==> src/rtl/osc_slot_sequencer.sv <==
// -----------------------------------------------------------------------------
// osc_slot_sequencer
//
// Steps a (voice, oscillator) slot index through every pair once per frame to
// drive the time-multiplexed NCO / sine-lookup pipeline. It frames each sample
// period with start/end strobes. It also schedules per-voice phase-accumulator
// clears so that a note-on request always covers one complete, aligned pass
// over that voice's oscillators.
//
// Ports
//   sCLK_XVXOSC  in   slot clock, all state on the rising edge
//   reset_reg    in   asynchronous, active-high reset
//   run          in   level; 1 = keep producing frames
//   note_on      in   per-voice phase-reset request, sampled every cycle
//   vx           out  current voice index
//   ox           out  current oscillator index (fastest-changing)
//   slot_valid   out  vx/ox denote a live slot
//   frame_start  out  high with slot (0,0)
//   frame_end    out  high with slot (VOICES-1, V_OSC-1)
//   accum_zero   out  clear the phase accumulator of the current slot
//   note_ack     out  one-cycle pulse per voice when its request is scheduled
//   pending      out  requests latched but not yet scheduled
//   frame_cnt    out  completed-frame counter, wraps
// -----------------------------------------------------------------------------
module osc_slot_sequencer #(
    parameter int VOICES   = 8,
    parameter int V_OSC    = 4,
    parameter int V_WIDTH  = 3,
    parameter int O_WIDTH  = 2,
    parameter int FC_WIDTH = 8
) (
    input  logic                sCLK_XVXOSC,
    input  logic                reset_reg,
    input  logic                run,
    input  logic [VOICES-1:0]   note_on,
    output logic [V_WIDTH-1:0]  vx,
    output logic [O_WIDTH-1:0]  ox,
    output logic                slot_valid,
    output logic                frame_start,
    output logic                frame_end,
    output logic                accum_zero,
    output logic [VOICES-1:0]   note_ack,
    output logic [VOICES-1:0]   pending,
    output logic [FC_WIDTH-1:0] frame_cnt
);

    typedef enum logic {
        IDLE = 1'b0,
        RUN  = 1'b1
    } state_t;

    localparam logic [V_WIDTH-1:0] LAST_VX = V_WIDTH'(VOICES - 1);
    localparam logic [O_WIDTH-1:0] LAST_OX = O_WIDTH'(V_OSC - 1);

    state_t                r_state;
    logic [V_WIDTH-1:0]    r_vx;
    logic [O_WIDTH-1:0]    r_ox;
    logic                  r_slot_valid;
    logic                  r_frame_start;
    logic                  r_frame_end;
    logic                  r_accum_zero;
    logic [VOICES-1:0]     r_note_ack;
    logic [VOICES-1:0]     r_pending;
    logic [VOICES-1:0]     r_svc;        // voice is inside its serviced pass
    logic [FC_WIDTH-1:0]   r_frame_cnt;

    state_t                w_state_nx;
    logic [V_WIDTH-1:0]    w_vx_nx;
    logic [O_WIDTH-1:0]    w_ox_nx;
    logic                  w_valid_nx;
    logic                  w_start_nx;
    logic                  w_end_nx;
    logic                  w_az_nx;
    logic [VOICES-1:0]     w_ack_nx;
    logic [VOICES-1:0]     w_pending_nx;
    logic [VOICES-1:0]     w_svc_nx;
    logic [FC_WIDTH-1:0]   w_fcnt_nx;
    logic                  w_last_slot;
    logic                  w_present_v0;

    // Next-state and next-output logic. Every output is a register, so this
    // block describes what the slot after the coming edge will look like.
    // NOTE: every variable gets a default before any branch; a path that
    // skips an assignment in a combinational block would infer a latch.
    always_comb begin
        w_state_nx = r_state;
        w_vx_nx    = '0;
        w_ox_nx    = '0;
        w_valid_nx = 1'b0;
        w_start_nx = 1'b0;
        w_end_nx   = 1'b0;
        w_fcnt_nx  = r_frame_cnt;

        w_last_slot = (r_vx == LAST_VX) && (r_ox == LAST_OX);

        case (r_state)
            IDLE: begin
                if (run) begin
                    w_state_nx = RUN;
                    w_valid_nx = 1'b1;
                    w_start_nx = 1'b1;
                end
            end
            RUN: begin
                if (w_last_slot) begin
                    // Frame boundary: the only place run is looked at, so a
                    // mid-frame drop of run never truncates the frame.
                    w_fcnt_nx = r_frame_cnt + 1'b1;
                    if (run) begin
                        w_valid_nx = 1'b1;
                        w_start_nx = 1'b1;
                    end else begin
                        w_state_nx = IDLE;
                    end
                end else begin
                    w_valid_nx = 1'b1;
                    if (r_ox == LAST_OX) begin
                        w_ox_nx = '0;
                        w_vx_nx = r_vx + 1'b1;
                    end else begin
                        w_ox_nx = r_ox + 1'b1;
                        w_vx_nx = r_vx;
                    end
                    w_end_nx = (w_vx_nx == LAST_VX) && (w_ox_nx == LAST_OX);
                end
            end
            default: w_state_nx = IDLE;
        endcase
    end

    // Request scheduling. A voice's service flag is loaded from the
    // registered pending bit only at the edge that presents (v,0), so the
    // accumulator clear always spans all V_OSC slots of that voice.
    always_comb begin
        w_svc_nx     = r_svc;
        w_ack_nx     = '0;
        w_present_v0 = w_valid_nx && (w_ox_nx == '0);

        // Leaving (v, V_OSC-1) ends voice v's pass. Done before the load so a
        // wrap to voice 0 cannot cancel a fresh load.
        if ((r_state == RUN) && (r_ox == LAST_OX)) begin
            w_svc_nx[r_vx] = 1'b0;
        end

        if (w_present_v0) begin
            w_svc_nx[w_vx_nx] = r_pending[w_vx_nx];
            w_ack_nx[w_vx_nx] = r_pending[w_vx_nx];
        end

        // Set wins over clear: a note_on arriving on the scheduling edge
        // leaves the request pending for the next frame.
        w_pending_nx = (r_pending & ~w_ack_nx) | note_on;
        w_az_nx      = w_valid_nx & w_svc_nx[w_vx_nx];
    end

    // NOTE: sequential state uses non-blocking assignments so every register
    // samples the pre-edge values regardless of statement order.
    always_ff @(posedge sCLK_XVXOSC or posedge reset_reg) begin
        if (reset_reg) begin
            r_state       <= IDLE;
            r_vx          <= '0;
            r_ox          <= '0;
            r_slot_valid  <= 1'b0;
            r_frame_start <= 1'b0;
            r_frame_end   <= 1'b0;
            r_accum_zero  <= 1'b0;
            r_note_ack    <= '0;
            r_pending     <= '0;
            r_svc         <= '0;
            r_frame_cnt   <= '0;
        end else begin
            r_state       <= w_state_nx;
            r_vx          <= w_vx_nx;
            r_ox          <= w_ox_nx;
            r_slot_valid  <= w_valid_nx;
            r_frame_start <= w_start_nx;
            r_frame_end   <= w_end_nx;
            r_accum_zero  <= w_az_nx;
            r_note_ack    <= w_ack_nx;
            r_pending     <= w_pending_nx;
            r_svc         <= w_svc_nx;
            r_frame_cnt   <= w_fcnt_nx;
        end
    end

    assign vx          = r_vx;
    assign ox          = r_ox;
    assign slot_valid  = r_slot_valid;
    assign frame_start = r_frame_start;
    assign frame_end   = r_frame_end;
    assign accum_zero  = r_accum_zero;
    assign note_ack    = r_note_ack;
    assign pending     = r_pending;
    assign frame_cnt   = r_frame_cnt;

endmodule

==> config.mk <==
export PLATFORM = sky130hd
export DESIGN_NAME = osc_slot_sequencer
export DESIGN_NICKNAME = d
export VERILOG_FILES = /design/src/rtl/osc_slot_sequencer.sv
export SDC_FILE = /design/constraint.sdc
export NUM_CORES = 1
export LEC_CHECK = 0
export BUFFER_PORTS_ARGS = -buffer_cell sky130_fd_sc_hd__buf_4
export CAP_MARGIN = 20
export CORE_MARGIN = 2
export CORE_UTILIZATION = 58
export CTS_CLUSTER_SIZE = 16
export DETAILED_ROUTE_END_ITERATION = 12
export GPL_TIMING_DRIVEN = 0
export PLACE_DENSITY = 0.84
export SLEW_MARGIN = 30
export SYNTH_ARGS = -nofsm -noshare
export SYNTH_HDL_FRONTEND = slang
export SYNTH_SLANG_ARGS = --single-unit
==> constraint.sdc <==
create_clock -name sCLK_XVXOSC -period 6.7 [get_ports sCLK_XVXOSC]
set_input_delay 0.335 -clock sCLK_XVXOSC [delete_from_list [all_inputs] [get_ports sCLK_XVXOSC]]
set_output_delay 0.335 -clock sCLK_XVXOSC [all_outputs]
set_load 0.05 [all_outputs]
==> reports/qor.txt, run 1 <==
Post-CTS Setup Inserts: 0
Synthesized flop and latch total: 41
CTS tree: built
H-tree Lvls: 2
Post-synthesis net count: 213
Die Width: 63.7 um
Final instance area: 2540 um2
Tcrit/Tclk final: 41.0%
Clk_skew: 0.00812 ns
Sequential cell area fraction in the yosys report: 49.7%
Placed cell areas: 2470 um2
Pleak: 1.27 nW
Port bufs: 43
# rows: 21
Initial antenna violation count: 0
Skew-Pair Late Insertion Delay: 0.36 ns
Vias/cell: 5.73
Most frequent cell after synthesis: dfrtp_1
Critical Path End Type: flip-flop
Synthesis Warnings: 0
Worst Tran Pin Value: 0.585 ns
First-pass GRT wire length: 7940 um
Total GRT Usage: 26.0%
Top cells by count, synth: 41 x dfrtp_1, 15 x inv_1, 14 x nor2_1
Inst Count DP: 287
Final-layout fill cell count: 257
Syn Area/Cell: 10.5 um2
Instance count on the critical path: 8
FF+latch area: 1030 um2
Detail Route Antenna Nets: 0
Fin crit period: 2.75 ns
Clock Path Buffers: 2
Share of total power in combinational logic: 61.1%
Fin. max-slew vios: 0
Root Buffer: clkbuf_4
Gpl congestion: 0.886
NetSw: 0.000636 W
CP startpoint kind: flip-flop
Share of power burned in registers: 29.2%
CTS Buf Count: 5
Status: completed
Fin nets: 265
Gr ovfl total: 0
DP Wirelength: 3610 um
Critical path class: reg2reg
Switching share of power: 50.2%
Mapped cell area: 2060 um2
CP max stage cell: dfrtp_1
Num Clock Sinks: 41
P_int: 0.000631 W
Hold Path Class: in2reg
Post-cts sizing count: 0
Largest area contributor in the netlist: dfrtp_1
Vias in the first global route: 1680
Routed len/inst: 16.1 um
Die Ht: 63.7 um
Diodes inserted: 0
Synth Flop Type: dfrtp_1
Max stage delay on crit path: 0.49 ns
Via count: 1696
I/O pin count: 44
WHS: 0.140 ns
Layout cells sized above 1: 27.6%
Area Overhead vs Synth: 22.9%
Number of max-cap violations: 0
Area of the multi-input gates: 941 um2
Final cell count without fillers: 296
Number of synthesized flops with an enable pin: 0
Synth cell types: 47
Worst Path Buf+Inv: 1
CP top delay family: compound AO/OA/AOI/OAI gates
Core area: 3390 um2
PwrDens: 499 nW/um2
Hold path cells: 2
Critical path, cell by cell: ha_1 > buf_2 > a21boi_1 > o2bb2ai_2 > mux2_2 > a22oi_1 > nand4b_1 > nor4_2
Setup TNS: 0 ns
Maximum clock rate: 364 MHz
Drt first-iter violations: 90
Data required time of the worst path: 6.97 ns
Crit path max fanout: 10
Largest cells by area after synthesis: dfrtp_1 50%, ha_1 3.0%, mux2i_1 2.9%
Critical Path AT: 3.01 ns
Residual DRC: 0
Total wire length: 4770 um
Max-slew headroom: 60.8%
Final core occ: 74.9%
Clock power share: 9.7%
Max VDD drop: 0.308 mV
Syn Inst Count: 197
Initial Utilization: 60.9%
Async SR Flop Fraction: 100%
DR pass1 iterations: 4
Synth top area share: 49.7%
Largest net degree at the start of global routing: 26
Clk slew on worst S/H paths: 0.12 ns
Endpoints failing setup: 0
Hold Violations, Final: 0
Cts hold-fix bufs: 1
Die footprint: 4050 um2
Unrepaired setup endpoints after global routing: no
Worst Reg-to-Reg Cells: 8
[kinds of logic after synthesis]
family                   Yosys count  share of synthesized area, %
AND/OR/NAND/NOR                   65                          17.0
XOR/XNOR                           7                          2.97
buffers and inverters             21                          4.73
adder cells (fa/ha/maj)            5                          3.03
AO/OA/AOI/OAI                     48                          17.3
multiplexers                      10                          5.27
flip-flops                        41                          49.7
[flip-flops by register name, summed over array words and instances (netlist names)]
signal and cells:
pending 8, slot_valid 1, frame_end 1, ox 2
vx 3, frame_cnt 8, note_ack 8, frame_start 1
accum_zero 1, r_svc 8
[cells in the final DEF, fill, tap and decap left out, types with 5 or more instances in the layout]
cell type	n
inv_1	14
a21oi_1	6
nor2_1	14
nand2_1	13
ha_1	5
nand3_1	5
dfrtp_1	41
buf_4	43
clkbuf_4	5
o211ai_1	7
o21ai_0	6
a21o_1	8
mux2i_1	6
[power groups by stage]
| stage | Sequential (W) | Combinational, W | Clock (W) |
|---|---|---|---|
| after detailed placement | 0.000373 | 0.000765 | 0 |
| after CTS | 0.000369 | 0.000769 | 0.000124 |
| after global routing | 0.000378 | 0.000839 | 0.000136 |
| after floorplan | 0.000522 | 0.000414 | 0 |
| final | 0.000370 | 0.000774 | 0.000123 |
| after global placement | 0.000369 | 0.000747 | 0 |
[layer usage]
metal	vias to the layer above	routed length, um	global-route usage [%]
li1	803	-	-
met1	825	1980	31.8
met2	54	2420	42.4
met3	14	239	7.50
met4	0	129	12.0
met5	-	0	0
[per-stage QoR]
stage	setup WS (ns)	total power [W]
6_report	3.95	0.00127
5_1_grt	3.74	0.00135
4_1_cts	4.00	0.00126
3_5_place_dp	4.03	0.00114
3_3_place_gp	4.04	0.00112
2_1_floorplan	3.97	0.000936
[path summary, 6_finish.rpt]
kind | startpoint | endpoint | slack [ns]
max in group asynchronous | reset_reg | r_svc[2]$_DFF_PP0_ | 5.74
hold reg to reg | frame_cnt[7]$_DFFE_PP0P_ | frame_cnt[7]$_DFFE_PP0P_ | 0.48
setup reg to reg | ox[0]$_DFF_PP0_ | accum_zero$_DFF_PP0_ | 3.95
hold / removal | note_on[7] | pending[7]$_DFF_PP0_ | 0.14
min in group asynchronous | reset_reg | frame_cnt[2]$_DFFE_PP0P_ | 0.51
setup / recovery | ox[0]$_DFF_PP0_ | accum_zero$_DFF_PP0_ | 3.95
[layout make-up]
class,instances,area share [%]
multi-input combinational,135,37.1
tap,46,2.27
clock inverter,3,0.690
sequential,41,40.4
buffer,6,1.63
clock buffer,5,1.48
timing repair buffer,45,14.2
inverter,15,2.22
Power figures use the tool's default switching activity.
==> run 2, diff against run 1 <==
Settings changed: ABC_AREA set to 1, CORE_UTILIZATION 58 to 48, PLACE_DENSITY 0.84 to 0.75.
Clock period 6.7 ns to 2.4 ns, I/O delays scaled along.
==> run 2 against run 1 <==
Compared with the run above:
- the run now ends with hold timing left
- sequential share of layout area is 4.6 points lower
- sequential power grew to 2.6 times the previous value
- sequential cell count stayed put
- synthesized cell count is 8.1% higher
- synthesized area is 5.6% lower
- critical path depth is 9 higher
- clock skew is 0.0029 ns lower
- setup slack worse by 3.9 ns
- global-route usage is 4.7 points lower
- die area is 13% higher
- critical endpoint unchanged
==> reports/qor.txt, run 2 <==
Final-layout fill cell count: 281 (was 257)
Critical path endpoint: accum_zero$_DFF_PP0_ (unchanged)
Async SR Flop Fraction: 100% (unchanged)
Setup crit start: vx[1]$_DFF_PP0_ (was ox[0]$_DFF_PP0_)
Switching share of power: 49.6% (was 50.2%)
Max VDD drop: 0.674 mV (was 0.308 mV)
Initial Utilization: 49.4% (was 60.9%)
Die footprint: 4580 um2 (was 4050 um2)
Gpl congestion: 0.902 (was 0.886)
Clock Path Buffers: 2 (unchanged)
NetSw: 0.00200 W (was 0.000636 W)
Skew-Pair Late Insertion Delay: 0.30 ns (was 0.36 ns)
Drt first-iter violations: 126 (was 90)
Total wire length: 4770 um (about the same)
Crit path max fanout: 8 (was 10)
Top cells by count, synth: 48 x nand2_1, 41 x dfrtp_1, 28 x nand3_1 (was 41 x dfrtp_1, 15 x inv_1, 14 x nor2_1)
Share of power burned in registers: 24.4% (was 29.2%)
Syn Inst Count: 213 (was 197)
Worst Reg-to-Reg Cells: 17 (was 8)
Largest net degree at the start of global routing: 22 (was 26)
Critical Path End Type: flip-flop (unchanged)
R2R Setup Slk: 0.02 ns (was 3.95 ns)
Largest cells by area after synthesis: dfrtp_1 53%, nand2_1 9.2%, nand3_1 7.2% (was dfrtp_1 50%, ha_1 3.0%, mux2i_1 2.9%)
CTS tree: built (unchanged)
Mapped cell area: 1950 um2 (was 2060 um2)
Area Overhead vs Synth: 47.2% (was 22.9%)
Max-slew headroom: 57.1% (was 60.8%)
Most common cell after layout, fill and taps aside: buf_4 (unchanged)
Diodes inserted: 0 (unchanged)
PwrDens: 1400 nW/um2 (was 499 nW/um2)
Inst Count DP: 307 (was 287)
Syn Area/Cell: 9.15 um2 (was 10.5 um2)
Clock power share: 11.2% (was 9.7%)
Synth Flop Type: dfrtp_1 (unchanged)
Final cell count without fillers: 336 (was 296)
Die Ht: 67.7 um (was 63.7 um)
Vias in the first global route: 1547 (was 1680)
Sequential cell area fraction in the yosys report: 52.7% (was 49.7%)
DR pass1 iterations: 5 (was 4)
Vias/cell: 5.14 (was 5.73)
Worst Tran Pin Value: 0.636 ns (was 0.585 ns)
WHS: -0.00225 ns (was 0.140 ns)
Core area: 3940 um2 (was 3390 um2)
Synth top area share: 52.7% (was 49.7%)
Pleak: 1.52 nW (was 1.27 nW)
Share of total power in combinational logic: 64.4% (was 61.1%)
CTS Buf Count: 5 (unchanged)
Fin nets: 302 (was 265)
Post-synthesis net count: 229 (was 213)
Root Buffer: clkbuf_8 (was clkbuf_4)
Initial antenna violation count: 0 (unchanged)
# rows: 23 (was 21)
Synth cell types: 28 (was 47)
Hold Path Class: in2reg (unchanged)
First-pass GRT wire length: 7040 um (was 7940 um)
Fin. max-slew vios: 0 (unchanged)
Residual DRC: 0 (unchanged)
Fin crit period: 2.38 ns (was 2.75 ns)
Total GRT Usage: 21.3% (was 26.0%)
Clk slew on worst S/H paths: 0.07 ns (was 0.12 ns)
Synthesis Warnings: 0 (unchanged)
I/O pin count: 44 (unchanged)
Critical path class: reg2reg (unchanged)
Gr ovfl total: 0 (unchanged)
Critical Path AT: 2.57 ns (was 3.01 ns)
Num Clock Sinks: 41 (unchanged)
Detail Route Antenna Nets: 0 (unchanged)
Largest area contributor in the netlist: dfrtp_1 (unchanged)
Synthesized flop and latch total: 41 (unchanged)
R2R Path Start: vx[1]$_DFF_PP0_ (was ox[0]$_DFF_PP0_)
DP Wirelength: 3150 um (was 3610 um)
Number of max-cap violations: 0 (unchanged)
CP startpoint kind: flip-flop (unchanged)
Tcrit/Tclk final: 99.1% (was 41.0%)
Setup TNS: 0 ns (unchanged)
Layout cells sized above 1: 40.6% (was 27.6%)
Hold Violations, Final: 1 (was 0)
Routed len/inst: 14.2 um (was 16.1 um)
Number of synthesized flops with an enable pin: 0 (unchanged)
Reg-to-reg endpoint: accum_zero$_DFF_PP0_ (unchanged)
Port bufs: 43 (unchanged)
Clk_skew: 0.00518 ns (was 0.00812 ns)
Die Width: 67.7 um (was 63.7 um)
Status: complete, but fails checks (was completed)
P_int: 0.00203 W (was 0.000631 W)
Data required time of the worst path: 2.59 ns (was 6.97 ns)
Via count: 1728 (was 1696)
Maximum clock rate: 420 MHz (was 364 MHz)
Most frequent cell after synthesis: nand2_1 (was dfrtp_1)
H-tree Lvls: 2 (unchanged)
Endpoints failing setup: 0 (unchanged)
Failing checks: hold timing
Most frequent cells in the layout: 55 x buf_4, 39 x dfrtp_1, 35 x nand2_1, 23 x inv_1, 23 x nand3_1 (was 43 x buf_4, 41 x dfrtp_1, 14 x nor2_1, 14 x inv_1, 13 x nand2_1)
==> run 2: layout make-up <==
class / instances / area, um2 / area share [%]
Sequential cell: 41 / 1030 / 35.9
Multi-Input combinational cell: 142 / 1000 / 35.0
Timing Repair Buffer: 66 / 556 / 19.4
Inverter: 27 / 104 / 3.62
Clock buffer: 7 / 86.3 / 3.01
Tap cell: 50 / 62.6 / 2.18
Buffer: 3 / 27.5 / 0.960
==> run 2: stage by stage <==
stage	setup WS [ns]	util, %	area (um2)	hold slack [ns]	total power [W]
2_1_floorplan	0.0938	-	1950	0.212	0.00232
6_report	0.0208	72.7	2870	-0.00225	0.00403
4_1_cts	0.0289	64.5	2540	0.000974	0.00332
3_5_place_dp	-0.127	59.9	2360	0.176	0.00279
5_1_grt	-0.0799	72.7	2870	0.00217	0.00427
3_3_place_gp	-0.117	59.3	2340	0.297	0.00275
==> run 2: power groups by stage <==
stage | combinational, W | sequential (W) | clock (W)
5_1_grt | 0.00278 | 0.000997 | 0.000498
2_1_floorplan | 0.000995 | 0.00132 | 0
3_5_place_dp | 0.00180 | 0.000986 | 0
6_report | 0.00259 | 0.000980 | 0.000452
4_1_cts | 0.00188 | 0.000977 | 0.000464
3_3_place_gp | 0.00177 | 0.000980 | 0
==> run 2: critical path, stage by stage (launching register included) <==
cell	delay (ns)
dfrtp_2	0.47
ha_4	0.19
ha_4	0.17
a21oi_4	0.16
buf_12	0.15
nand2_4	0.06
buf_6	0.14
nand2_4	0.06
nand3_4	0.08
nand2_4	0.11
nor2_8	0.05
buf_12	0.14
nand3_4	0.09
nand3_2	0.08
nand3_2	0.11
nand2_2	0.06
nor2_1	0.10
nor2_1	0.06
==> run 2: metal layers <==
metal | wire length [um] | part of all wire [%] | GRT usage, % | vias to the layer above
met2 | 2420 | 51 | 34.3 | 51
li1 | - | - | - | 831
met1 | 1980 | 41 | 27.2 | 839
met3 | 287 | 6.0 | 5.83 | 7
met4 | 84 | 1.8 | 8.42 | 0
met5 | 0 | 0 | 0 | -
==> run 2: kinds of logic (layout without fill, tap and decap cells) <==
kind of cell	Yosys count	count (layout)	share of synthesized area, %
flops	41	41	52.7
compound gates	16	16	6.68
simple gates	114	114	27.9
xor+xnor	7	7	3.15
fa+ha+maj	5	5	3.21
buf+inv	30	103	6.42
==> run 2: worst min path at each step <==
stage	startpoint	endpoint	slack [ns]	cells past startpoint
detailed placement	reset_reg	pending[5]$_DFF_PP0_	0.18	2
CTS	note_on[1]	pending[1]$_DFF_PP0_	0.001	2
global placement	note_on[3]	pending[3]$_DFF_PP0_	0.30	2
finish	note_on[1]	pending[1]$_DFF_PP0_	-0.002	2
floorplan	note_on[0]	pending[0]$_DFF_PP0_	0.21	1
global route	note_on[0]	pending[0]$_DFF_PP0_	0.002	2
==> run 2: what timing repair did <==
action / 4_1_cts / 5_1_grt
setup endpoints to repair: 1 / 1
gates cloned: 0 / 1
gates resized for setup: 6 / 44
hold buffers: 5 / 2
setup buffers: 2 / 12
pin swaps: 2 / 15
endpoints found under the hold margin: 24 / 2
==> run 3, diff against run 2 <==
Settings changed: CORE_UTILIZATION 48 to 53, PLACE_DENSITY 0.75 to 0.78.
Clock period 2.4 ns to 2.65 ns, I/O delays scaled along.
==> run 3 against run 2 <==
Compared with the run above:
- the flow now finishes without violations
- largest cell class unchanged
- clock skew grew 0.00081 ns
- sequential cell count unchanged
- via count is 8.5% lower
- register-to-register slack better by 0.21 ns
- total power is 23% lower
- first-iteration DRC count decreased by 21%
- critical path depth down 2
- fmax down 1.7%
- routed wire length decreased by 17%
- clock power grew 30%
==> reports/qor.txt, run 3 (synthesis gave the netlist of run 2 again) <==
Status: completed (was complete, but fails checks)
CTS tree: built (unchanged)
R2R Path Start: vx[0]$_DFF_PP0_ (was vx[1]$_DFF_PP0_)
Final cell count without fillers: 316 (was 336)
R2R Setup Slk: 0.23 ns (was 0.02 ns)
Max-slew headroom: 66.5% (was 57.1%)
CP startpoint kind: flip-flop (unchanged)
Gpl congestion: 0.891 (was 0.902)
# rows: 22 (was 23)
PwrDens: 1230 nW/um2 (was 1400 nW/um2)
Vias in the first global route: 1486 (was 1547)
Largest net degree at the start of global routing: 25 (was 22)
Layout cells sized above 1: 30.2% (was 40.6%)
Initial Utilization: 54.0% (was 49.4%)
Residual DRC: 0 (unchanged)
Final core occ: 70.0% (was 72.7%)
DR pass1 iterations: 6 (was 5)
Die footprint: 4180 um2 (was 4580 um2)
Critical Path AT: 2.65 ns (was 2.57 ns)
Metal-1 WL: 1800 um (was 1980 um)
Pleak: 1.39 nW (was 1.52 nW)
DP Wirelength: 2940 um (was 3150 um)
Via count: 1581 (was 1728)
Max VDD drop: 0.571 mV (was 0.674 mV)
Pwr Total: 0.00311 W (was 0.00403 W)
Root Buffer: clkbuf_8 (unchanged)
I/O pin count: 44 (unchanged)
Endpoints failing setup: 0 (unchanged)
Num Clock Sinks: 41 (unchanged)
Most frequent cells in the layout: 47 x nand2_1, 46 x buf_4, 41 x dfrtp_1, 28 x nand3_1, 23 x inv_1 (was 55 x buf_4, 39 x dfrtp_1, 35 x nand2_1, 23 x inv_1, 23 x nand3_1)
Fin. max-slew vios: 0 (unchanged)
Reg-to-reg endpoint: accum_zero$_DFF_PP0_ (unchanged)
Port bufs: 43 (unchanged)
Detail Route Antenna Nets: 0 (unchanged)
Hold path cells: 2 (unchanged)
Total GRT Usage: 20.5% (was 21.3%)
Fin nets: 283 (was 302)
Critical path class: reg2reg (unchanged)
Hold Violations, Final: 0 (was 1)
Clock Path Buffers: 2 (unchanged)
CTS Buf Count: 5 (unchanged)
Die Width: 64.6 um (was 67.7 um)
Total wire length: 3960 um (was 4770 um)
Share of total power in combinational logic: 53.0% (was 64.4%)
Area Overhead vs Synth: 29.5% (was 47.2%)
Tcrit/Tclk final: 91.3% (was 99.1%)
Share of power burned in registers: 28.1% (was 24.4%)
Worst Tran Pin Value: 0.496 ns (was 0.636 ns)
Hold path endpoint: pending[3]$_DFF_PP0_ (was pending[1]$_DFF_PP0_)
Crit path max fanout: 8 (unchanged)
Max Used Layer: met4 (unchanged)
Critical Path End Type: flip-flop (unchanged)
Fin crit period: 2.42 ns (was 2.38 ns)
Beginning of the worst hold path: note_on[3] (was note_on[1])
NetSw: 0.00145 W (was 0.00200 W)
H-tree Lvls: 2 (unchanged)
Clk_skew: 0.00599 ns (was 0.00518 ns)
Initial antenna violation count: 0 (unchanged)
Data required time of the worst path: 2.88 ns (was 2.59 ns)
Skew-Pair Late Insertion Delay: 0.30 ns (about the same)
Core area: 3610 um2 (was 3940 um2)
Vias/cell: 5.00 (was 5.14)
P_int: 0.00166 W (was 0.00203 W)
Die Ht: 64.6 um (was 67.7 um)
Wire length on met3: 209 um (was 287 um)
Routed len/inst: 12.5 um (was 14.2 um)
Clk slew on worst S/H paths: 0.08 ns (was 0.07 ns)
Number of max-cap violations: 0 (unchanged)
Clock power share: 18.9% (was 11.2%)
Hold Path Class: in2reg (unchanged)
Inst Count DP: 305 (was 307)
Gr ovfl total: 0 (unchanged)
Most common cell after layout, fill and taps aside: nand2_1 (was buf_4)
Worst Reg-to-Reg Cells: 15 (was 17)
Drt first-iter violations: 99 (was 126)
First-pass GRT wire length: 6580 um (was 7040 um)
Wire length on met2: 1890 um (was 2420 um)
Maximum clock rate: 413 MHz (was 420 MHz)
Switching share of power: 46.7% (was 49.6%)
Diodes inserted: 0 (unchanged)
-- run 3: through the flow --
| stage | TNS (ns) | hold slack, ns | worst slack (ns) | instance area [um2] |
|---|---|---|---|---|
| 5_1_grt | -0.000509 | 0.000944 | -0.000509 | 2520 |
| 2_1_floorplan | 0 | 0.225 | 0.211 | 1950 |
| 3_5_place_dp | 0 | 0.153 | 0.131 | 2360 |
| 4_1_cts | 0 | 0.00655 | 0.113 | 2500 |
| 3_3_place_gp | 0 | 0.310 | 0.142 | 2330 |
| 6_report | 0 | 0.00831 | 0.231 | 2520 |
-- run 3: critical path, stage by stage (launching register included) --
cell and delay (ns):
dfrtp_1 0.47, ha_1 0.23, ha_1 0.22, nand2_1 0.09, nand2_1 0.10, nor2_4 0.23, nand2_1 0.08, nand3_1 0.10
nand2_2 0.09, nor2_8 0.17, nand2_1 0.15, nand3_1 0.10, nand3_1 0.09, nand3_1 0.09, nand2_1 0.05, nor2_1 0.08
-- run 3: layout make-up --
type	count	area [um2]
tap	48	60.1
sequential	41	1030
inverter	27	101
clock inverter	3	65.1
buffer	3	23.8
multi-input combinational	142	802
timing repair buffer	47	375
fill	293	1080
clock buffer	5	68.8
-- run 3: power by group through the flow --
stage	combinational [W]	sequential [W]	clock, W
6_report	0.00165	0.000876	0.000588
4_1_cts	0.00162	0.000875	0.000596
3_5_place_dp	0.00162	0.000885	0
2_1_floorplan	0.000901	0.00120	0
5_1_grt	0.00179	0.000894	0.000625
3_3_place_gp	0.00158	0.000885	0
-- run 3: worst max-delay path by stage --
stage / slack [ns] / from / depth (start not counted) / to
floorplan: 0.21 / vx[0]$_DFF_PP0_ / 14 / accum_zero$_DFF_PP0_
global placement: 0.14 / vx[0]$_DFF_PP0_ / 14 / accum_zero$_DFF_PP0_
detailed placement: 0.13 / vx[1]$_DFF_PP0_ / 14 / accum_zero$_DFF_PP0_
CTS: 0.11 / vx[0]$_DFF_PP0_ / 14 / accum_zero$_DFF_PP0_
global route: -0.0005 / vx[1]$_DFF_PP0_ / 14 / accum_zero$_DFF_PP0_
finish: 0.23 / vx[0]$_DFF_PP0_ / 15 / accum_zero$_DFF_PP0_
-- run 3: repair_timing --
action                                  4_1_cts  5_1_grt
hold buffers                                  1        0
setup buffers                                 0        2
endpoints found under the hold margin        17        0
endpoints found under the setup margin        0        1
resized for setup                             0        3
-- run 3: metal layers --
| layer | global-route usage, % | vias to the layer above |
|---|---|---|
| met3 | 5.21 | 7 |
| li1 | - | 788 |
| met1 | 27.6 | 734 |
| met2 | 33.2 | 52 |
| met5 | 0 | - |
| met4 | 5.85 | 0 |
